[src/rtl/trap_ctrl_pkg.sv]
// Shared constants and types for the trap controller: CSR addresses, cause codes,
// stall encodings and the FSM state type.
package trap_ctrl_pkg;

  localparam int DEFAULT_ADDR_WIDTH = 32;

  localparam logic [11:0] CSR_MSTATUS = 12'h300;
  localparam logic [11:0] CSR_MEPC    = 12'h341;
  localparam logic [11:0] CSR_MCAUSE  = 12'h342;

  localparam logic [31:0] CAUSE_ILLEGAL   = 32'h0000_0002;
  localparam logic [31:0] CAUSE_EBREAK    = 32'h0000_0003;
  localparam logic [31:0] CAUSE_ECALL     = 32'h0000_000B;
  localparam logic [31:0] CAUSE_IRQ_EXT   = 32'h8000_000B;
  localparam logic [31:0] CAUSE_IRQ_TIMER = 32'h8000_0007;

  localparam logic [5:0] STALL_ALL  = 6'b111111;
  localparam logic [5:0] STALL_NONE = 6'b000000;

  localparam int MSTATUS_MIE  = 3;
  localparam int MSTATUS_MPIE = 7;
  localparam int MIE_MTIE     = 7;
  localparam int MIE_MEIE     = 11;

  typedef enum logic [2:0] {
    ST_IDLE,
    ST_WR_MEPC,
    ST_WR_MCAUSE,
    ST_WR_MSTATUS,
    ST_MRET_WR,
    ST_FLUSH
  } trap_state_e;

  typedef enum logic [1:0] {
    REQ_NONE,
    REQ_TRAP,
    REQ_MRET
  } req_kind_e;

endpackage

[src/rtl/trap_ctrl_if.sv]
// Bundle of EX-stage request flags, CSR snapshots and the trap controller's
// stall / redirect / CSR-write outputs.
interface trap_ctrl_if
  import trap_ctrl_pkg::*;
#(
  parameter int ADDR_WIDTH = DEFAULT_ADDR_WIDTH
);
  logic                  inst_valid_i;
  logic [ADDR_WIDTH-1:0] inst_addr_i;
  logic                  illegal_i;
  logic                  ecall_i;
  logic                  ebreak_i;
  logic                  mret_i;
  logic                  irq_ext_i;
  logic                  irq_timer_i;
  logic                  jump_flush_i;
  logic [ADDR_WIDTH-1:0] csr_mstatus_i;
  logic [ADDR_WIDTH-1:0] csr_mie_i;
  logic [ADDR_WIDTH-1:0] csr_mtvec_i;
  logic [ADDR_WIDTH-1:0] csr_mepc_i;

  logic [5:0]            stall_o;
  logic                  flush_int_o;
  logic [ADDR_WIDTH-1:0] int_pc_o;
  logic                  csr_we_o;
  logic [11:0]           csr_waddr_o;
  logic [ADDR_WIDTH-1:0] csr_wdata_o;

  modport master (
    output inst_valid_i, inst_addr_i, illegal_i, ecall_i, ebreak_i, mret_i,
           irq_ext_i, irq_timer_i, jump_flush_i,
           csr_mstatus_i, csr_mie_i, csr_mtvec_i, csr_mepc_i,
    input  stall_o, flush_int_o, int_pc_o, csr_we_o, csr_waddr_o, csr_wdata_o
  );

  modport slave (
    input  inst_valid_i, inst_addr_i, illegal_i, ecall_i, ebreak_i, mret_i,
           irq_ext_i, irq_timer_i, jump_flush_i,
           csr_mstatus_i, csr_mie_i, csr_mtvec_i, csr_mepc_i,
    output stall_o, flush_int_o, int_pc_o, csr_we_o, csr_waddr_o, csr_wdata_o
  );

endinterface

[src/rtl/trap_prio.sv]
// Combinational request arbiter: picks the highest-priority trap/mret request
// in the EX stage and the matching mcause value.
module trap_prio
  import trap_ctrl_pkg::*;
(
  input  logic        inst_valid_i,
  input  logic        illegal_i,
  input  logic        ecall_i,
  input  logic        ebreak_i,
  input  logic        mret_i,
  input  logic        irq_ext_i,
  input  logic        irq_timer_i,
  input  logic        jump_flush_i,
  input  logic        mstatus_mie_i,
  input  logic        mie_meie_i,
  input  logic        mie_mtie_i,
  output req_kind_e   req_o,
  output logic [31:0] cause_o
);

  logic irq_window;
  logic ext_take;
  logic timer_take;

  // Interrupts wait out a redirect so mepc never points at a squashed slot.
  assign irq_window = inst_valid_i & ~jump_flush_i & mstatus_mie_i;
  assign ext_take   = irq_window & irq_ext_i & mie_meie_i;
  assign timer_take = irq_window & irq_timer_i & mie_mtie_i;

  always_comb begin
    req_o   = REQ_NONE;
    cause_o = '0;
    if (inst_valid_i && illegal_i) begin
      req_o   = REQ_TRAP;
      cause_o = CAUSE_ILLEGAL;
    end else if (inst_valid_i && ecall_i) begin
      req_o   = REQ_TRAP;
      cause_o = CAUSE_ECALL;
    end else if (inst_valid_i && ebreak_i) begin
      req_o   = REQ_TRAP;
      cause_o = CAUSE_EBREAK;
    end else if (inst_valid_i && mret_i) begin
      req_o   = REQ_MRET;
    end else if (ext_take) begin
      req_o   = REQ_TRAP;
      cause_o = CAUSE_IRQ_EXT;
    end else if (timer_take) begin
      req_o   = REQ_TRAP;
      cause_o = CAUSE_IRQ_TIMER;
    end
  end

endmodule

[src/rtl/trap_ctrl.sv]
// Machine-mode trap sequencer: writes mepc/mcause/mstatus on a trap (or mstatus on
// mret) while stalling the pipe, then issues a single-cycle redirect.
module trap_ctrl
  import trap_ctrl_pkg::*;
#(
  parameter int ADDR_WIDTH = DEFAULT_ADDR_WIDTH
) (
  input  logic       clk_i,
  input  logic       rst_i,
  trap_ctrl_if.slave bus
);

  typedef logic [ADDR_WIDTH-1:0] word_t;

  function automatic word_t mstatus_on_trap(input word_t ms);
    word_t r;
    r               = ms;
    r[MSTATUS_MPIE] = ms[MSTATUS_MIE];
    r[MSTATUS_MIE]  = 1'b0;
    return r;
  endfunction

  function automatic word_t mstatus_on_mret(input word_t ms);
    word_t r;
    r               = ms;
    r[MSTATUS_MIE]  = ms[MSTATUS_MPIE];
    r[MSTATUS_MPIE] = 1'b1;
    return r;
  endfunction

  req_kind_e   prio_req;
  logic [31:0] prio_cause;

  trap_prio u_prio (
    .inst_valid_i  (bus.inst_valid_i),
    .illegal_i     (bus.illegal_i),
    .ecall_i       (bus.ecall_i),
    .ebreak_i      (bus.ebreak_i),
    .mret_i        (bus.mret_i),
    .irq_ext_i     (bus.irq_ext_i),
    .irq_timer_i   (bus.irq_timer_i),
    .jump_flush_i  (bus.jump_flush_i),
    .mstatus_mie_i (bus.csr_mstatus_i[MSTATUS_MIE]),
    .mie_meie_i    (bus.csr_mie_i[MIE_MEIE]),
    .mie_mtie_i    (bus.csr_mie_i[MIE_MTIE]),
    .req_o         (prio_req),
    .cause_o       (prio_cause)
  );

  trap_state_e state_q, state_d;
  word_t       pc_q, pc_d;
  word_t       cause_q, cause_d;
  word_t       target_q, target_d;

  logic [5:0]  stall_q, stall_d;
  logic        flush_q, flush_d;
  word_t       int_pc_q, int_pc_d;
  logic        we_q, we_d;
  logic [11:0] waddr_q, waddr_d;
  word_t       wdata_q, wdata_d;

  always_comb begin
    state_d  = state_q;
    pc_d     = pc_q;
    cause_d  = cause_q;
    target_d = target_q;

    unique case (state_q)
      ST_IDLE: begin
        if (prio_req == REQ_TRAP) begin
          state_d = ST_WR_MEPC;
          pc_d    = bus.inst_addr_i;
          cause_d = word_t'(prio_cause);
        end else if (prio_req == REQ_MRET) begin
          state_d  = ST_MRET_WR;
          target_d = bus.csr_mepc_i;
        end
      end
      ST_WR_MEPC:    state_d = ST_WR_MCAUSE;
      ST_WR_MCAUSE:  state_d = ST_WR_MSTATUS;
      ST_WR_MSTATUS: state_d = ST_FLUSH;
      ST_MRET_WR:    state_d = ST_FLUSH;
      ST_FLUSH:      state_d = ST_IDLE;
      default:       state_d = ST_IDLE;
    endcase
  end

  // Outputs are decoded from the next state so they register alongside it.
  always_comb begin
    stall_d  = STALL_NONE;
    flush_d  = 1'b0;
    int_pc_d = '0;
    we_d     = 1'b0;
    waddr_d  = '0;
    wdata_d  = '0;

    unique case (state_d)
      ST_WR_MEPC: begin
        stall_d = STALL_ALL;
        we_d    = 1'b1;
        waddr_d = CSR_MEPC;
        wdata_d = pc_d;
      end
      ST_WR_MCAUSE: begin
        stall_d = STALL_ALL;
        we_d    = 1'b1;
        waddr_d = CSR_MCAUSE;
        wdata_d = cause_d;
      end
      ST_WR_MSTATUS: begin
        stall_d = STALL_ALL;
        we_d    = 1'b1;
        waddr_d = CSR_MSTATUS;
        wdata_d = mstatus_on_trap(bus.csr_mstatus_i);
      end
      ST_MRET_WR: begin
        stall_d = STALL_ALL;
        we_d    = 1'b1;
        waddr_d = CSR_MSTATUS;
        wdata_d = mstatus_on_mret(bus.csr_mstatus_i);
      end
      ST_FLUSH: begin
        flush_d  = 1'b1;
        int_pc_d = (state_q == ST_MRET_WR) ? target_q
                                           : {bus.csr_mtvec_i[ADDR_WIDTH-1:2], 2'b00};
      end
      default: ;
    endcase
  end

  always_ff @(posedge clk_i or negedge rst_i) begin
    if (!rst_i) begin
      state_q  <= ST_IDLE;
      pc_q     <= '0;
      cause_q  <= '0;
      target_q <= '0;
      stall_q  <= STALL_NONE;
      flush_q  <= 1'b0;
      int_pc_q <= '0;
      we_q     <= 1'b0;
      waddr_q  <= '0;
      wdata_q  <= '0;
    end else begin
      state_q  <= state_d;
      pc_q     <= pc_d;
      cause_q  <= cause_d;
      target_q <= target_d;
      stall_q  <= stall_d;
      flush_q  <= flush_d;
      int_pc_q <= int_pc_d;
      we_q     <= we_d;
      waddr_q  <= waddr_d;
      wdata_q  <= wdata_d;
    end
  end

  assign bus.stall_o     = stall_q;
  assign bus.flush_int_o = flush_q;
  assign bus.int_pc_o    = int_pc_q;
  assign bus.csr_we_o    = we_q;
  assign bus.csr_waddr_o = waddr_q;
  assign bus.csr_wdata_o = wdata_q;

endmodule

[src/flat_wrapper.sv]
// flat-port wrapper written by rule: the top's interface ports become plain ports
module trap_ctrl_flat import trap_ctrl_pkg::*;
#(
  parameter int ADDR_WIDTH = DEFAULT_ADDR_WIDTH
)
  (clk_i, rst_i, bus_inst_valid_i, bus_inst_addr_i, bus_illegal_i, bus_ecall_i, bus_ebreak_i, bus_mret_i, bus_irq_ext_i, bus_irq_timer_i, bus_jump_flush_i, bus_csr_mstatus_i, bus_csr_mie_i, bus_csr_mtvec_i, bus_csr_mepc_i, bus_stall_o, bus_flush_int_o, bus_int_pc_o, bus_csr_we_o, bus_csr_waddr_o, bus_csr_wdata_o);
  trap_ctrl_if #(.ADDR_WIDTH(ADDR_WIDTH)) bus_i ();
  input  logic clk_i;
  input  logic rst_i;
  input wire logic [$bits(bus_i.inst_valid_i)-1:0] bus_inst_valid_i;
  input wire logic [$bits(bus_i.inst_addr_i)-1:0] bus_inst_addr_i;
  input wire logic [$bits(bus_i.illegal_i)-1:0] bus_illegal_i;
  input wire logic [$bits(bus_i.ecall_i)-1:0] bus_ecall_i;
  input wire logic [$bits(bus_i.ebreak_i)-1:0] bus_ebreak_i;
  input wire logic [$bits(bus_i.mret_i)-1:0] bus_mret_i;
  input wire logic [$bits(bus_i.irq_ext_i)-1:0] bus_irq_ext_i;
  input wire logic [$bits(bus_i.irq_timer_i)-1:0] bus_irq_timer_i;
  input wire logic [$bits(bus_i.jump_flush_i)-1:0] bus_jump_flush_i;
  input wire logic [$bits(bus_i.csr_mstatus_i)-1:0] bus_csr_mstatus_i;
  input wire logic [$bits(bus_i.csr_mie_i)-1:0] bus_csr_mie_i;
  input wire logic [$bits(bus_i.csr_mtvec_i)-1:0] bus_csr_mtvec_i;
  input wire logic [$bits(bus_i.csr_mepc_i)-1:0] bus_csr_mepc_i;
  output wire logic [$bits(bus_i.stall_o)-1:0] bus_stall_o;
  output wire logic [$bits(bus_i.flush_int_o)-1:0] bus_flush_int_o;
  output wire logic [$bits(bus_i.int_pc_o)-1:0] bus_int_pc_o;
  output wire logic [$bits(bus_i.csr_we_o)-1:0] bus_csr_we_o;
  output wire logic [$bits(bus_i.csr_waddr_o)-1:0] bus_csr_waddr_o;
  output wire logic [$bits(bus_i.csr_wdata_o)-1:0] bus_csr_wdata_o;
  assign bus_i.inst_valid_i = bus_inst_valid_i;
  assign bus_i.inst_addr_i = bus_inst_addr_i;
  assign bus_i.illegal_i = bus_illegal_i;
  assign bus_i.ecall_i = bus_ecall_i;
  assign bus_i.ebreak_i = bus_ebreak_i;
  assign bus_i.mret_i = bus_mret_i;
  assign bus_i.irq_ext_i = bus_irq_ext_i;
  assign bus_i.irq_timer_i = bus_irq_timer_i;
  assign bus_i.jump_flush_i = bus_jump_flush_i;
  assign bus_i.csr_mstatus_i = bus_csr_mstatus_i;
  assign bus_i.csr_mie_i = bus_csr_mie_i;
  assign bus_i.csr_mtvec_i = bus_csr_mtvec_i;
  assign bus_i.csr_mepc_i = bus_csr_mepc_i;
  assign bus_stall_o = bus_i.stall_o;
  assign bus_flush_int_o = bus_i.flush_int_o;
  assign bus_int_pc_o = bus_i.int_pc_o;
  assign bus_csr_we_o = bus_i.csr_we_o;
  assign bus_csr_waddr_o = bus_i.csr_waddr_o;
  assign bus_csr_wdata_o = bus_i.csr_wdata_o;
  trap_ctrl #(.ADDR_WIDTH(ADDR_WIDTH)) u_core (.clk_i(clk_i), .rst_i(rst_i), .bus(bus_i));
endmodule
[config.mk]
export PLATFORM = sky130hd
export DESIGN_NAME = trap_ctrl_flat
export DESIGN_NICKNAME = d
export VERILOG_FILES = /design/src/rtl/trap_ctrl_pkg.sv /design/src/rtl/trap_ctrl_if.sv /design/src/rtl/trap_prio.sv /design/src/rtl/trap_ctrl.sv /design/src/flat_wrapper.sv
export SDC_FILE = /design/constraint.sdc
export NUM_CORES = 1
export LEC_CHECK = 0
export BUFFER_PORTS_ARGS = -buffer_cell sky130_fd_sc_hd__clkbuf_2
export CORE_AREA = 3 3 114 116
export DETAILED_ROUTE_END_ITERATION = 12
export DIE_AREA = 0 0 117 119
export PLACE_DENSITY = 0.73
export RECOVER_POWER = 100
export SLEW_MARGIN = 20
export SYNTH_ARGS = -nofsm -noshare
export SYNTH_HDL_FRONTEND = slang
export SYNTH_SLANG_ARGS = --single-unit
[constraint.sdc]
create_clock -name clk_i -period 3 [get_ports clk_i]
set_clock_uncertainty 0.1 [all_clocks]
set_input_delay 0.45 -clock clk_i [delete_from_list [all_inputs] [get_ports clk_i]]
set_output_delay 0.45 -clock clk_i [all_outputs]
set_load 0.05 [all_outputs]
# == Yosys cells after proc, flatten, opt, wreduce, memory -nomap -nowiden ==
# Index checks and enable logic that the tools add are counted.
# word_totals
word_cells,64
output_inout_bits,84
regBits,181
in_bits,170
# op_classes
n_eq_ne,11
reduce_logical,9
n_mux,26
bitwise,8
# ops
operator,count
$mux W32,12
$pmux W32 S4,1
$pmux W10 S3,1
$eq A3 B2 Y1 const B,4
$pmux W3 S4,1
$eq A3 B3 Y1 const B,3
$mux W2,4
$and A1 B1 Y1,6
$eq A3 B1 Y1 const B,2
$mux W3,2
$mux W6,1
$logic_and A1 B1 Y1,4
$mux W1,4
$reduce_or A2 Y1,2
$reduce_or A4 Y1,1
$logic_not A3 Y1,1
$reduce_and A3 Y1,1
$eq A2 B1 Y1 const B,1
$eq A2 B2 Y1 const B,1
$not A1 Y1,2

# == Depth between registers and ports, before layout ==
# depth
word_depth,18
ltp_mapped,7
ltp_nobuf,5

# == Modules after synthesis ==
# From an unflattened synthesis, not the netlist that was laid out.
# hier_totals
hier_cells,409
area_unflattened_um2,5731.7
# by_module_without_submodules
module,seq_area_each_um2,area_per_inst_um2,cells_each,n_inst
trap_ctrl,3428.3,5429.0,365,1
trap_prio,0.0,302.8,44,1

# == Least setup slack after synthesis ==
# No wires, ideal clock.
# synth_timing
path_type,input to register
startpoint,input port bus_inst_valid_i
endpoint,register u_core.target_q[10]
n_path_buf,2
setup_time_ns,0.125
arrival_ns,1.704
path_stages,6
required_time_ns,2.775
slack_ns,1.071
cell_sequence,buf_2 > and2_1 > nand2_1 > nor2_2 > buf_4 > mux2_2
# synth_between
elab_chain_cells,13
elab_cells_between_ends,20
classes_between,2 x eq/ne; 6 x mux; 7 x bitwise; 5 x reduce/logical
# synth_rtl
element,line,text
"start, declared",flat_wrapper.sv:10,input wire logic [$bits(bus_i.inst_valid_i)-1:0] bus_inst_valid_i;
$and A1 B1 Y1 (2 in a row),trap_prio.sv:26,assign irq_window = inst_valid_i & ~jump_flush_i & mstatus_mie_i;
$and A1 B1 Y1 (2 in a row),trap_prio.sv:28,assign timer_take = irq_window & irq_timer_i & mie_mtie_i;
$mux W1,trap_prio.sv:47,end else if (timer_take) begin
$mux W1,trap_prio.sv:44,end else if (ext_take) begin
$mux W2,trap_prio.sv:42,end else if (inst_valid_i && mret_i) begin
$mux W2,trap_prio.sv:39,end else if (inst_valid_i && ebreak_i) begin
$mux W2,trap_prio.sv:36,end else if (inst_valid_i && ecall_i) begin
$mux W2 (*),trap_prio.sv:33,if (inst_valid_i && illegal_i) begin
$eq A2 B1 Y1,trap_ctrl.sv:70,if (prio_req == REQ_TRAP) begin
$not A1 Y1 (no source line),-,
$reduce_and A3 Y1 (no source line) (*),-,
"end signal, assigned",trap_ctrl.sv:147,target_q <= target_d;
"end, declared",trap_ctrl.sv:53,"word_t target_q, target_d;"
# Every way passes the cells marked *; elsewhere a longest branch is shown, timed or not.
# A chain may end at the register's enable or synchronous reset.

# == Worst setup path after layout ==
# layout_timing
startpoint,register u_core.state_q[0]
endpoint,register u_core.target_q[7]
# layout_between
elab_chain_cells,2
# layout_rtl
element,line,text
"start, declared",trap_ctrl.sv:50,"trap_state_e state_q, state_d;"
"start signal, assigned",trap_ctrl.sv:144,state_q <= state_d;
$logic_not A3 Y1,trap_ctrl.sv:68,unique case (state_q)
$reduce_and A3 Y1 (no source line),-,
# No other way between the ends.

==> out/qor.yml <==
status: "finished, violations left"
violations: "max-capacitance violations, max-slew violations"
wl_mm: 12.3
via_count: 3911
drive_above_1_share_pct: 34.5
area_delta_synth_final_pct: 31.5
required_ns: 3.19
synth_cell_types: 40
netlist_area_sq_mm: 0.00536
final_area_sq_mm: 0.00704
fin_setup_tns_ns: 0
slew_headroom_pct: -1.75
track_usage_pct: 18.2
dr.pass1.iters: 4
clk_latency_ns: 0.41
powerDensity_mw_per_mm2: 1060
fmax_ghz: 0.412
clockBufferDepth: 2
worstSetupEndpointType: "register"
cp_cell_sequence: "or3_1, nor2_4, clkbuf_2, mux2_2"
diodes: 0
slowest_stage: "clkbuf_2"
row_count: 40
grt_pass1_vias: 4027
postRouteAntennaNets: 0
die_y_um: 119
leakagePower_nw: 3.60
setup_violations: 0
max-cap-violations: 1
num-nets-final: 791
placed_cell_area_sq_mm: 0.00648
htree_levels: 4
core-area_sq_mm: 0.0120
syn_inst: 416
cts-buffers-inserted: 17
antenna_found_initial: 0
port_buffers: 214
fillerInstances: 1032
cts_resized: 0
critPathArrivalTime_ns: 2.62
rsz0062_at_grt: "no"
ir_drop_mv: 0.512
holdWs_ns: 0.160
slew_viol_final: 64
synth_area_per_cell_sq_um: 12.9
finalCritPeriodShare_pct: 81.0
yosysSeqAreaShare_pct: 64.0
grt_pass1_wl_mm: 19.6
die-area_sq_mm: 0.0139
place.gp.congestion: 0.801
pin_count: 254
wl_per_cell_um: 15.8
max_stage_delay_ns: 0.66
initial_utilization_pct: 44.6
synth_warnings: 0
grt_max_degree: 65
overflow: 0
placed_cells: 748
path_clk_slew_ns: 0.06
cts_setup_buffers: 0
clockRootBuffer: "clkbuf_16"
period_minus_slack_ns: 2.43
worst_pin_slew_ns: 1.53
hpwl_mm: 8.82
critPathLaunchType: "register"
dieWidth_um: 117
final_common_cell: "clkbuf_2"
cp_max_fo: 33
hold_viol: 0
crit_type: "register to register"
drc: 0
final_util_pct: 58.6
first_iter_violations: 298
hold_path.class: "input port to register"
ys_ff_latch: 137
clock_sinks: 137
stdcell_count: 781
layout_common_cells: "139 x clkbuf_2, 137 x dfrtp_1, 78 x clkbuf_1"
via_per_inst: 5.01
tritoncts: "done"
cells by family after synthesis:
group / count (synthesis) / share of synthesized area (%)
flip-flops: 137 / 64.0
AO/OA/AOI/OAI: 104 / 14.3
buffers and inverters: 71 / 6.33
AND/OR/NAND/NOR: 68 / 7.94
multiplexers: 34 / 7.15
XOR/XNOR: 1 / 0.164
other: 1 / 0.0700
final cells by class:
type / count / area [sq um] / area share [%]
sequential: 137 / 3430 / 48.7
multi-input combinational: 214 / 1610 / 22.9
timing repair buffer: 221 / 1030 / 14.7
clock buffer: 21 / 480 / 6.82
clock inverter: 11 / 190 / 2.70
tap: 147 / 184 / 2.61
inverter: 30 / 113 / 1.60
state kept, by name (all words and copies together), names as in the netlist:
| register | count |
|---|---|
| u_core.target_q | 32 |
| u_core.bus.csr_wdata_o | 32 |
| u_core.bus.flush_int_o | 1 |
| u_core.cause_q | 32 |
| u_core.bus.csr_waddr_o | 4 |
| u_core.bus.stall_o | 1 |
| u_core.state_q | 3 |
| u_core.bus.int_pc_o | 32 |
cell usage after synthesis (all sizes together):
cell type,instances,area share [%]
inv,30,2.1
a31o,1,0.16
nand3b,1,0.14
dfrtp,137,64
buf,22,2.8
and4bb,1,0.23
nand4b,1,0.16
and2,32,3.7
conb,1,0.070
clkbuf,19,1.4
nor3,2,0.28
a221o,2,0.37
nand4,2,0.23
mux2,34,7.1
a22o,33,5.6
a31oi,2,0.23
or2,4,0.47
o221ai,2,0.33
a22oi,29,4.1
nor2,6,0.47
nand2b,1,0.12
a21oi,4,0.58
o21ai,29,2.7
a21boi,1,0.14
nand2,11,1.1
nor3b,1,0.14
or3,4,0.65
xnor2,1,0.16
a32o,1,0.19
and3,2,0.23
routing by layer:
layer	global-route usage, %	share of wire, %	vias to the layer above
met5	0	0	-
met4	7.53	2.0	0
li1	-	-	1837
met1	21.1	40	1864
met3	8.18	10	23
met2	29.1	48	187
worst max-delay path: cells and delay by family (launching register included):
kind,cells,cell delay (ns)
DFF,1,0.49
muxes,1,0.42
buffers and inverters,1,0.66
and+or+nand+nor,2,0.61
power by group:
group          total [mW]  switching [mW]  internal (mW)
clock network        2.31           0.749           1.56
registers            2.60           0.254           2.35
logic                2.55            1.91          0.640
total                7.46            2.91           4.55
stage by stage:
step           power [mW]  setup WS (ns)
2_1_floorplan        4.67           1.07
3_3_place_gp         5.23          0.721
3_5_place_dp         5.31          0.685
4_1_cts              7.65          0.776
5_1_grt              7.86          0.349
6_report             7.46          0.570
worst paths after layout:
kind	startpoint	end	slack (ns)	cells past startpoint
worst max register to register	u_core.state_q[0]	u_core.target_q[7]	0.57	4
worst max-delay path	u_core.state_q[0]	u_core.target_q[7]	0.57	4
worst min-delay path	bus_csr_mtvec_i[31]	u_core.bus.int_pc_o[31]	0.16	2
min in group asynchronous	rst_i	u_core.bus.csr_wdata_o[29]	0.89	2
max in group asynchronous	rst_i	u_core.bus.int_pc_o[24]	0.71	3
worst min register to register	u_core.cause_q[1]	u_core.cause_q[1]	0.37	1
repair_timing:
item	4_1_cts	5_1_grt
hold buffers	1	0
endpoints found under the setup margin	0	0
hold endpoints to repair	62	0
No activity file was read; power rests on OpenSTA's default activity.
